File: src/rtl/bf16_lane_packer.sv
// Packs a stream of bf16 results into LANES-wide words, with an optional flush that closes a
// partial word, and buffers the finished words in a first-word-fall-through FIFO.
module bf16_lane_packer #(
    parameter int LANES      = 4,
    parameter int FIFO_DEPTH = 4
) (
    input  logic                               clk,
    input  logic                               rst,
    input  logic                               valid_in,
    input  logic [15:0]                        data_in,
    input  logic                               flush,
    output logic                               out_valid,
    input  logic                               out_ready,
    output logic [16*LANES-1:0]                out_data,
    output logic [LANES-1:0]                   out_mask,
    output logic [$clog2(FIFO_DEPTH+1)-1:0]    fifo_count,
    output logic                               space_avail,
    output logic                               overflow
);

    localparam int IDX_W = $clog2(LANES);
    localparam int PTR_W = $clog2(FIFO_DEPTH);
    localparam int CNT_W = $clog2(FIFO_DEPTH + 1);

    logic [IDX_W-1:0]      idx_q, idx_d;
    logic [15:0]           lanes_q [LANES];
    logic [16*LANES-1:0]   word_d;
    logic [LANES-1:0]      mask_d;
    logic                  push;

    logic [16*LANES-1:0]   memData_q [FIFO_DEPTH];
    logic [LANES-1:0]      memMask_q [FIFO_DEPTH];
    logic [PTR_W-1:0]      wptr_q, rptr_q;
    logic [CNT_W-1:0]      count_q;
    logic                  overflow_q;
    logic                  pop;
    logic                  full;
    logic                  accept;

    // Word completion. The incoming sample always lands in lane idx, so a coincident flush
    // simply closes the word one lane further along.
    always_comb begin
        push  = 1'b0;
        idx_d = idx_q;
        if (valid_in) begin
            if (flush || idx_q == IDX_W'(LANES - 1)) begin
                push  = 1'b1;
                idx_d = '0;
            end else begin
                idx_d = idx_q + IDX_W'(1);
            end
        end else if (flush && idx_q != '0) begin
            push  = 1'b1;
            idx_d = '0;
        end
    end

    always_comb begin
        word_d = '0;
        mask_d = '0;
        for (int k = 0; k < LANES; k++) begin
            if (IDX_W'(k) < idx_q) begin
                word_d[16*k +: 16] = lanes_q[k];
                mask_d[k]          = 1'b1;
            end else if (IDX_W'(k) == idx_q && valid_in) begin
                word_d[16*k +: 16] = data_in;
                mask_d[k]          = 1'b1;
            end
        end
    end

    always_ff @(posedge clk) begin
        if (rst) begin
            idx_q <= '0;
        end else begin
            idx_q <= idx_d;
        end
    end

    // Lane storage needs no reset: lanes at or above idx are never read.
    always_ff @(posedge clk) begin
        if (!rst && valid_in) begin
            lanes_q[idx_q] <= data_in;
        end
    end

    assign pop    = (count_q != '0) && out_ready;
    assign full   = (count_q == CNT_W'(FIFO_DEPTH));
    assign accept = push && (!full || pop);

    always_ff @(posedge clk) begin
        if (!rst && accept) begin
            memData_q[wptr_q] <= word_d;
            memMask_q[wptr_q] <= mask_d;
        end
    end

    always_ff @(posedge clk) begin
        if (rst) begin
            wptr_q     <= '0;
            rptr_q     <= '0;
            count_q    <= '0;
            overflow_q <= 1'b0;
        end else begin
            if (accept) begin
                wptr_q <= wptr_q + PTR_W'(1);
            end
            if (pop) begin
                rptr_q <= rptr_q + PTR_W'(1);
            end
            if (accept && !pop) begin
                count_q <= count_q + CNT_W'(1);
            end else if (pop && !accept) begin
                count_q <= count_q - CNT_W'(1);
            end
            if (push && full && !pop) begin
                overflow_q <= 1'b1;
            end
        end
    end

    assign out_valid   = (count_q != '0);
    assign out_data    = out_valid ? memData_q[rptr_q] : '0;
    assign out_mask    = out_valid ? memMask_q[rptr_q] : '0;
    assign fifo_count  = count_q;
    assign space_avail = (count_q < CNT_W'(FIFO_DEPTH));
    assign overflow    = overflow_q;

endmodule

File: config.mk
export PLATFORM = sky130hd
export DESIGN_NAME = bf16_lane_packer
export DESIGN_NICKNAME = d
export VERILOG_FILES = /design/src/rtl/bf16_lane_packer.sv
export SDC_FILE = /design/constraint.sdc
export NUM_CORES = 1
export LEC_CHECK = 0
export ABC_AREA = 1
export CAP_MARGIN = 0
export CELL_PAD_IN_SITES_DETAIL_PLACEMENT = 0
export CELL_PAD_IN_SITES_GLOBAL_PLACEMENT = 2
export CORE_ASPECT_RATIO = 0.8
export CORE_UTILIZATION = 43
export DETAILED_ROUTE_END_ITERATION = 7
export MAX_ROUTING_LAYER = met4
export PLACE_DENSITY_LB_ADDON = 0.15
export SLEW_MARGIN = 20
export SYNTH_ARGS = -nofsm -noshare
export SYNTH_HDL_FRONTEND = slang
export SYNTH_SLANG_ARGS = --single-unit
File: constraint.sdc
create_clock -name clk -period 11.2 [get_ports clk]
set_input_delay 2.8 -clock clk [delete_from_list [all_inputs] [get_ports clk]]
set_output_delay 2.8 -clock clk [all_outputs]
set_load 0.02 [all_outputs]
Word level (Yosys, flattened, before mapping)
Memory sizes are Yosys's and may differ from the RTL's. A register that Yosys moved wholly into a read port is not among the register bits.
Cells that the tools add are included.

storage, ports and cells
  memories kept = 3
  word-level logic and storage cells = 81
  RAM bits = 336
  input port bits = 21
  bits in registers = 10

memory list
  name       depth  bits a word  rd ports  clocked after memory_dff  write ports  line  RTL
  memData_q  4      64           1         1                         1            31    logic [16*LANES-1:0] memData_q [FIFO_DEPTH];
  lanes_q    4      16           4         0                         1            26    logic [15:0] lanes_q [LANES];
  memMask_q  4      4            1         1                         1            32    logic [LANES-1:0] memMask_q [FIFO_DEPTH];

cells by class
  equality and inequality tests = 5
  multiplexer cells = 34
  add/sub/neg operators = 5
  reductions and logical operators = 24
  order comparisons = 5

operators by type and width
  operator                                                    number
  2-to-1 mux 16 bit                                           8
  2-to-1 mux 64 bit                                           1
  2-to-1 mux 1 bit                                            15
  2-to-1 mux 2 bit                                            7
  logical AND 1 bit                                           13
  adder 2 x 1 -> 2 bit (second input constant)                3
  2-to-1 mux 3 bit                                            2
  nonzero test 2 bit                                          3
  == test 2 bit (first input constant)                        2
  logical NOT 1 bit                                           4
  less-than comparator 1 x 2 -> 1 bit (first input constant)  2
  less-than comparator 2 bit (first input constant)           2
  2-to-1 mux 4 bit                                            1
  adder 3 x 1 -> 3 bit (second input constant)                1
  == test 3 bit (second input constant)                       1
  less-than comparator 3 bit (second input constant)          1
  nonzero test 3 bit                                          1
  subtractor 3 x 1 -> 3 bit (second input constant)           1
  == test 1 x 2 -> 1 bit (first input constant)               1
  == test 2 bit (second input constant)                       1
  logical NOT 2 bit                                           1
  logical OR 1 bit                                            2

Depth between registers and ports, before layout
Gate-level depths: netlist (run 1).

  depth after elaboration = 9
  depth in mapped cells = 17
  depth with buffers taken out = 16

Worst setup path after synthesis (run 1)
OpenSTA, ideal clock, no wires.

  kind = input to register
  start = input port valid_in
  end = memory memData_q[0][0] (netlist name) (enable)
  library setup time = 0.494 ns
  data required time = 10.706 ns
  path slack = 4.577 ns
  data arrival time = 6.128 ns
  stages = 6
  path through = inv_1 nand2_1 nand2_1 nor2_2 nand2_1 nor2_1

between the ends
  cells in the longest elaborated chain, start to end = 5

RTL lines
  element                                 line  RTL
  start, declared                         9     input logic valid_in,
  2-to-1 mux 1 bit                        45    if (valid_in) begin
  logical AND 1 bit                       89    assign accept = push && (!full || pop);
  logical AND 1 bit                       92    if (!rst && accept) begin
  2-to-1 mux 1 bit                        92
  2-to-1 mux 1 bit (implied by the code)  93    memData_q[wptr_q] <= word_d;
  end, declared                           31

No other way between the ends.

==> out/qor.csv, run 1 <==
stage,metric,value,unit
die,ios,95,
timing,fmax,0.152,GHz
logic_synthesis,syn-num-nets,1140,
critical_path,path_cells,clkinv_2 > buf_4 > o21ai_0 > a21oi_1 > clkdlybuf4s50_1,
clocking,cts_tree,built,
power,p_leak,0.00538,uW
routing,dr.pass1.iters,5,
clocking,cts_resized,0,
power,comb_power_share,0.312,
clocking,postCtsSetupBuffers,0,
layout,num-fill-cells,2682,
global_route,grt_pass1_vias,7968,
timing,skew,0.00889,ns
critical_path,crit_end,out_data[13],
power,p_sw_frac,0.327,
clocking,numCtsBuffers,34,
status,outcome,completed,
die,core,0.0305,mm^2
critical_path,crit_buf_inv,3,
critical_path,cp_num_cells,5,
logic_synthesis,synth_top_area_cell,edfxtp_1,
logic_synthesis,synth-seq-area-share,0.737,
clocking,htreeDepth,2,
critical_path,cp-end-kind,output pin,
timing,tightestPinTransition,1.10,ns
power,seq_power_share,0.389,
power,p_int,2470,uW
layout,multi_input_area,0.00306,mm^2
power,p_switching,1200,uW
critical_path,path_delay_family,buffers and inverters,
timing,drv_slew,0,
placement,dp_cells,1567,
global_route,grt.total_usage,0.215,
critical_path,critPathKind,reg2out,
logic_synthesis,ys_ff_latch,332,
routing,dr.max_layer_used,met4,
critical_path,reg2regPathDepth,10,
routing,dr_wl_met2,14600,um
routing,routed_wl,32300,um
critical_path,critPathArrivalTime,3.78,ns
logic_synthesis,syn_inst,1109,
critical_path,critPathMaxFanout,82,
clocking,clkTransAtPathRegs,0.06,ns
routing,wl_met1,15700,um
critical_path,startpoint_type,flop,
clocking,cts_sinks,332,
logic_synthesis,synth_top_area_frac,0.719,
die,die_h,160,um
routing,drc_errors,0,
timing,rsz0062_at_grt,false,
critical_path,worstReg2RegEnd,memData_q[0][47],
layout,layout.nets,1221,
routing,wire_per_inst,19.8,um
global_route,grt_max_degree,83,
layout,drive_above_1_share,0.0609,
routing,drt_iter0_drc,644,
timing,finalHoldViolCount,0,
die,initial_core_util,0.439,
power,powerDensity,234,mW/mm^2
power,ir_drop,0.336,mV
global_route,grt-ovfl-total,0,
logic_synthesis,yosys_warnings,0,
layout,area_delta_synth_final,17.6,%
routing,vias_per_cell,5.16,
timing,maxSlewHeadroom,0.268,
logic_synthesis,synth_area_leaders,"edfxtp_1 (72%), nor2_1 (8.7%), o21ai_0 (4.8%)",
timing,timing.final.crit_share,0.588,
power,clkPwrFrac,0.298,
placement,post-dp-hpwl,18400,um
logic_synthesis,synth_area,0.0134,mm^2
routing,via_count,8405,
timing,setup_viol,0,
logic_synthesis,ys_types,24,
routing,ant_nets,0,
critical_path,r2r_slack,6.47,ns
global_route,grt_antenna_before_repair,1,
critical_path,cpMaxStageDelayCell,clkinv_2,
clocking,clockRootBuffer,clkbuf_16,
routing,wl_met3,1440,um
layout,final_cells,1629,
die,fp-row-count,57,
placement,gp_congestion,0.772,
logic_synthesis,avgSynthCellArea,12.1,um^2
timing,finalCriticalPeriod,6.58,ns
die,fp.dieW,199,um
global_route,grt_pass1_wl,49000,um
layout,ff_latch_area,0.00985,mm^2
hold_path,worst_hold_path_type,reg2reg,
job,cap_violations,0,
placement,port_buffers,94,
die,die_area,0.0318,mm^2
clocking,worstSkewPairLatency,0.51,ns
critical_path,timing.rr.start,idx_q[1],
timing,setup_tns,0,ns
clocking,holdBufCountCts,0,
clocking,cts_max_path_buffers,3,
critical_path,slowest_delay,0.73,ns
critical_path,required,8.40,ns
==> cell families after synthesis <==
family	count (synthesis)	share of synthesized area
XOR/XNOR	1	0.000655
AND/OR/NAND/NOR	401	0.114
adder cells (fa/ha/maj)	10	0.00992
AO/OA/AOI/OAI	262	0.102
flip-flops	332	0.737
buffers and inverters	103	0.0370
==> worst min-delay path by stage <==
stage	slack (ns)	endpoint	from	depth (start not counted)
2_1_floorplan	0.46	flop	rptr_q[1]	2
3_3_place_gp	0.45	overflow	overflow	2
3_5_place_dp	0.45	overflow	overflow	2
4_1_cts	0.46	overflow	overflow	2
5_1_grt	0.50	overflow	overflow	2
6_report	0.46	overflow	overflow	2
==> through the flow <==
step | utilization | area, um^2 | setup WS (ns) | total power (uW) | hold slack (ns)
finish | 0.516 | 15700 | 4.62 | 3680 | 0.460
CTS | 0.516 | 15700 | 4.64 | 3720 | 0.458
floorplan | - | 13400 | 4.58 | 2110 | 0.463
global placement | 0.480 | 14600 | 5.18 | 2620 | 0.446
global route | 0.516 | 15700 | 4.34 | 3850 | 0.499
detailed placement | 0.480 | 14600 | 5.18 | 2620 | 0.446
==> power by group through the flow <==
| stage | combinational (uW) | clock, uW | sequential, uW |
|---|---|---|---|
| global route | 1240 | 1170 | 1440 |
| finish | 1150 | 1100 | 1430 |
| detailed placement | 1160 | 0 | 1460 |
| global placement | 1160 | 0 | 1460 |
| floorplan | 669 | 0 | 1450 |
| CTS | 1170 | 1120 | 1430 |
==> placed cells by master, fill, tap and decap left out, types with 5 or more instances in the layout <==
cell type	synthesis	layout
clkdlybuf4s50_1	0	94
dfxtp_1	12	10
buf_4	7	14
clkbuf_16	0	37
nor2_1	309	304
o31ai_1	20	20
ha_1	9	9
o21ai_0	128	128
a21oi_1	74	74
clkbuf_1	27	8
nor2_4	0	5
clkinv_2	0	12
inv_1	37	37
o21ai_1	40	40
clkinv_1	1	5
nand2_1	86	86
edfxtp_1	320	320
==> worst register-to-register path: cells and delay by family, from the launching register on <==
kind                     cells  cell delay, ns
buffers and inverters        3            1.63
AND/OR/NAND/NOR              6            1.34
flip-flops                   1            0.93
adder cells (fa/ha/maj)      1            0.40
==> sequential cells by signal, summed over array words and instances (netlist names), named ones only <==
| signal | count |
|---|---|
| memData_q | 256 |
| fifo_count | 3 |
| idx_q | 2 |
| overflow | 1 |
| lanes_q | 48 |
| wptr_q | 2 |
| memMask_q | 16 |
| rptr_q | 2 |
==> routing by layer <==
layer,vias to the layer above,GRT usage
met1,4139,0.313
li1,4040,-
met2,184,0.316
met5,-,-
met4,0,0.0524
met3,42,0.0344
==> layout make-up <==
class                   instances  area share
clock inverters                16     0.00796
diodes                          1    0.000159
flip-flops and latches        332       0.627
repair buffers                108      0.0666
well taps                     413      0.0329
inverters                      40     0.00971
clock buffers                  45      0.0608
multi-input cells             674       0.195
==> Yosys cell counts <==
master	instances
or2_1	1
dfxtp_1	12
edfxtp_1	320
buf_4	7
a21oi_1	74
nand3_1	1
nor2_1	309
clkbuf_2	4
clkinv_1	1
o21ai_0	128
inv_2	2
o21ai_1	40
ha_1	9
nor2_2	2
fa_1	1
buf_6	8
nand4_1	2
xor2_1	1
clkbuf_1	27
inv_1	37
buf_2	13
o31ai_1	20
buf_1	4
nand2_1	86
No activity file was read; power rests on OpenSTA's default activity.
==> run 2, diff against run 1 <==
--- a/config.mk
+++ b/config.mk
@@ -10,7 +10,7 @@
 export CELL_PAD_IN_SITES_DETAIL_PLACEMENT = 0
 export CELL_PAD_IN_SITES_GLOBAL_PLACEMENT = 2
 export CORE_ASPECT_RATIO = 0.8
-export CORE_UTILIZATION = 43
+export CORE_UTILIZATION = 36
 export DETAILED_ROUTE_END_ITERATION = 7
 export MAX_ROUTING_LAYER = met4
 export PLACE_DENSITY_LB_ADDON = 0.15
==> constraint.sdc (replaced) <==
create_clock -name clk -period 5.8 [get_ports clk]
set_input_delay 1.45 -clock clk [delete_from_list [all_inputs] [get_ports clk]]
set_output_delay 1.45 -clock clk [all_outputs]
set_load 0.02 [all_outputs]
==> run 2 against run 1 <==
  * Count of clock-buffer cells in the layout up 3
  * Core utilization fell by 7.7 points
  * Critical path depth grew 1
  * Critical path type unchanged
  * Critical endpoint is now out_data[40]
==> out/qor.csv, run 2 (synthesis results as in run 1) <==
stage,metric,value,unit,change
timing,skew,0.0158,ns,was 0.00889 ns
global_route,grt_antenna_before_repair,1,,unchanged
die,fp.dieW,217,um,was 199 um
power,powerDensity,455,mW/mm^2,was 234 mW/mm^2
hold_path,worst_hold_path_type,reg2reg,,unchanged
layout,reg_top3,"memData_q (256), lanes_q (48), memMask_q (16)",,unchanged
timing,hold_slack,0.461,ns,was 0.460 ns
routing,drt_iter0_drc,454,,was 644
layout,n_antenna_cell,0,,was 1
clocking,cts_sinks,332,,unchanged
critical_path,crit_top_cell,nor2_1,,
clocking,clkTransAtPathRegs,0.06,ns,about the same
critical_path,critPathArrivalTime,3.24,ns,was 3.78 ns
power,p_leak,0.00543,uW,was 0.00538 uW
job,cap_violations,0,,unchanged
power,p_switching,2390,uW,was 1200 uW
global_route,grt_max_degree,71,,was 83
critical_path,cpMaxStageDelayCell,dfxtp_4,,was clkinv_2
placement,port_buffers,94,,unchanged
layout,drive_above_1_share,0.0622,,was 0.0609
routing,wire_per_inst,20.5,um,was 19.8 um
placement,gp_congestion,0.731,,was 0.772
placement,placed_area,0.0148,mm^2,was 0.0146 mm^2
power,ir_drop,0.263,mV,was 0.336 mV
layout,largest_reg_flops,256,,unchanged
routing,vias_per_cell,4.92,,was 5.16
clocking,worstSkewPairLatency,0.53,ns,was 0.51 ns
clocking,numCtsBuffers,37,,was 34
routing,routed_wl,34900,um,was 32300 um
timing,rsz0062_at_grt,false,,unchanged
die,die_h,174,um,was 160 um
layout,area_delta_synth_final,19.1,%,was 17.6%
die,ios,95,,unchanged
clocking,cts_max_path_buffers,3,,unchanged
global_route,grt_pass1_wl,52500,um,was 49000 um
layout,stdcell_area,0.0159,mm^2,was 0.0157 mm^2
routing,via_count,8375,,was 8405
timing,maxSlewHeadroom,0.323,,was 0.268
placement,dp_cells,1638,,was 1567
timing,drv_slew,0,,unchanged
power,clkPwrFrac,0.306,,was 0.298
critical_path,required,4.35,ns,was 8.40 ns
timing,finalCriticalPeriod,4.69,ns,
critical_path,critPathMaxFanout,70,,was 82
timing,setup_viol,0,,unchanged
routing,drc_errors,0,,unchanged
global_route,grt_pass1_vias,8327,,was 7968
critical_path,slowest_delay,0.88,ns,was 0.73 ns
critical_path,path_delay_family,buffers and inverters,,unchanged
critical_path,path_cells,buf_4 > nor2_1 > nor2_1 > o21ai_0 > a21oi_1 > clkdlybuf4s50_1,,was clkinv_2 > buf_4 > o21ai_0 > a21oi_1 > clkdlybuf4s50_1
critical_path,cp-end-kind,output pin,,unchanged
critical_path,crit_buf_inv,2,,was 3
power,p_int,4850,uW,was 2470 uW
global_route,grt-ovfl-total,0,,unchanged
timing,fmax,0.213,GHz,
critical_path,critPathKind,reg2out,,unchanged
clocking,holdBufCountCts,0,,unchanged
clocking,postCtsSetupBuffers,0,,unchanged
die,die_area,0.0379,mm^2,was 0.0318 mm^2
die,initial_core_util,0.369,,was 0.439
die,fp-row-count,62,,was 57
layout,final_cells,1701,,was 1629
die,core,0.0362,mm^2,was 0.0305 mm^2
critical_path,startpoint_type,flop,,unchanged
power,finalPower,7240,uW,was 3680 uW
routing,ant_nets,0,,unchanged
timing,finalHoldViolCount,0,,unchanged
power,seq_power_share,0.385,,was 0.389
timing,tightestPinTransition,1.01,ns,was 1.10 ns
clocking,htreeDepth,2,,unchanged
layout,final_cell_mix,"edfxtp_1 (320), nor2_1 (304), o21ai_0 (128)",,unchanged
clocking,cts_resized,0,,unchanged
placement,post-dp-hpwl,20300,um,was 18400 um
status,outcome,completed,,unchanged
layout,layout.nets,1228,,was 1221
power,p_sw_frac,0.330,,was 0.327
global_route,grt.total_usage,0.193,,was 0.215
clocking,clockRootBuffer,clkbuf_16,,unchanged
routing,dr.pass1.iters,4,,was 5
timing,timing.final.crit_share,0.809,,
power,comb_power_share,0.308,,was 0.312
layout,largest_register,memData_q,,unchanged
timing,setup_tns,0,ns,unchanged
clocking,cts_tree,built,,unchanged
layout,mostFrequentLayoutCell,edfxtp_1,,unchanged
-- run 2: worst paths after layout --
path / from / to / slack, ns / depth (start not counted)
setup / recovery: flop / out_data[40] / 1.11 / 6
hold / removal: overflow / overflow / 0.46 / 2
setup reg to reg: idx_q[1] / memData_q[2][13] / 2.36 / 10
hold reg to reg: overflow / overflow / 0.46 / 2
-- run 2: per-layer routing --
layer | share of wire | GRT usage | wire length, um
met1 | 0.49 | 0.273 | 17200
met2 | 0.45 | 0.289 | 15700
met3 | 0.038 | 0.0289 | 1330
met4 | 0.018 | 0.0502 | 626
met5 | 0 | - | 0
-- run 2: cell type report --
cell class,instances,area [um^2]
multi-input cells,674,3060
repair buffers,112,1110
clock buffers,48,1010
well taps,480,601
flip-flops and latches,332,9850
clock inverters,15,123
fillers,3380,20300
inverters,40,153
-- run 2: power by group through the flow --
stage	Clock [uW]	Combinational, uW	Sequential [uW]
6_report	2220	2230	2790
5_1_grt	2360	2410	2800
4_1_cts	2280	2280	2790
3_5_place_dp	0	2270	2840
3_3_place_gp	0	2270	2840
2_1_floorplan	0	1290	2790
-- run 2: worst min-delay path, stage by stage, from the launching register on --
cell and delay, ns:
dfxtp_1 0.31, inv_1 0.05, a21oi_1 0.06
-- run 2: stage by stage --
stage	setup WS (ns)	utilization
global placement	1.64	0.408
floorplan	0.527	-
detailed placement	1.66	0.408
finish	1.11	0.439
CTS	1.10	0.439
global route	0.866	0.439
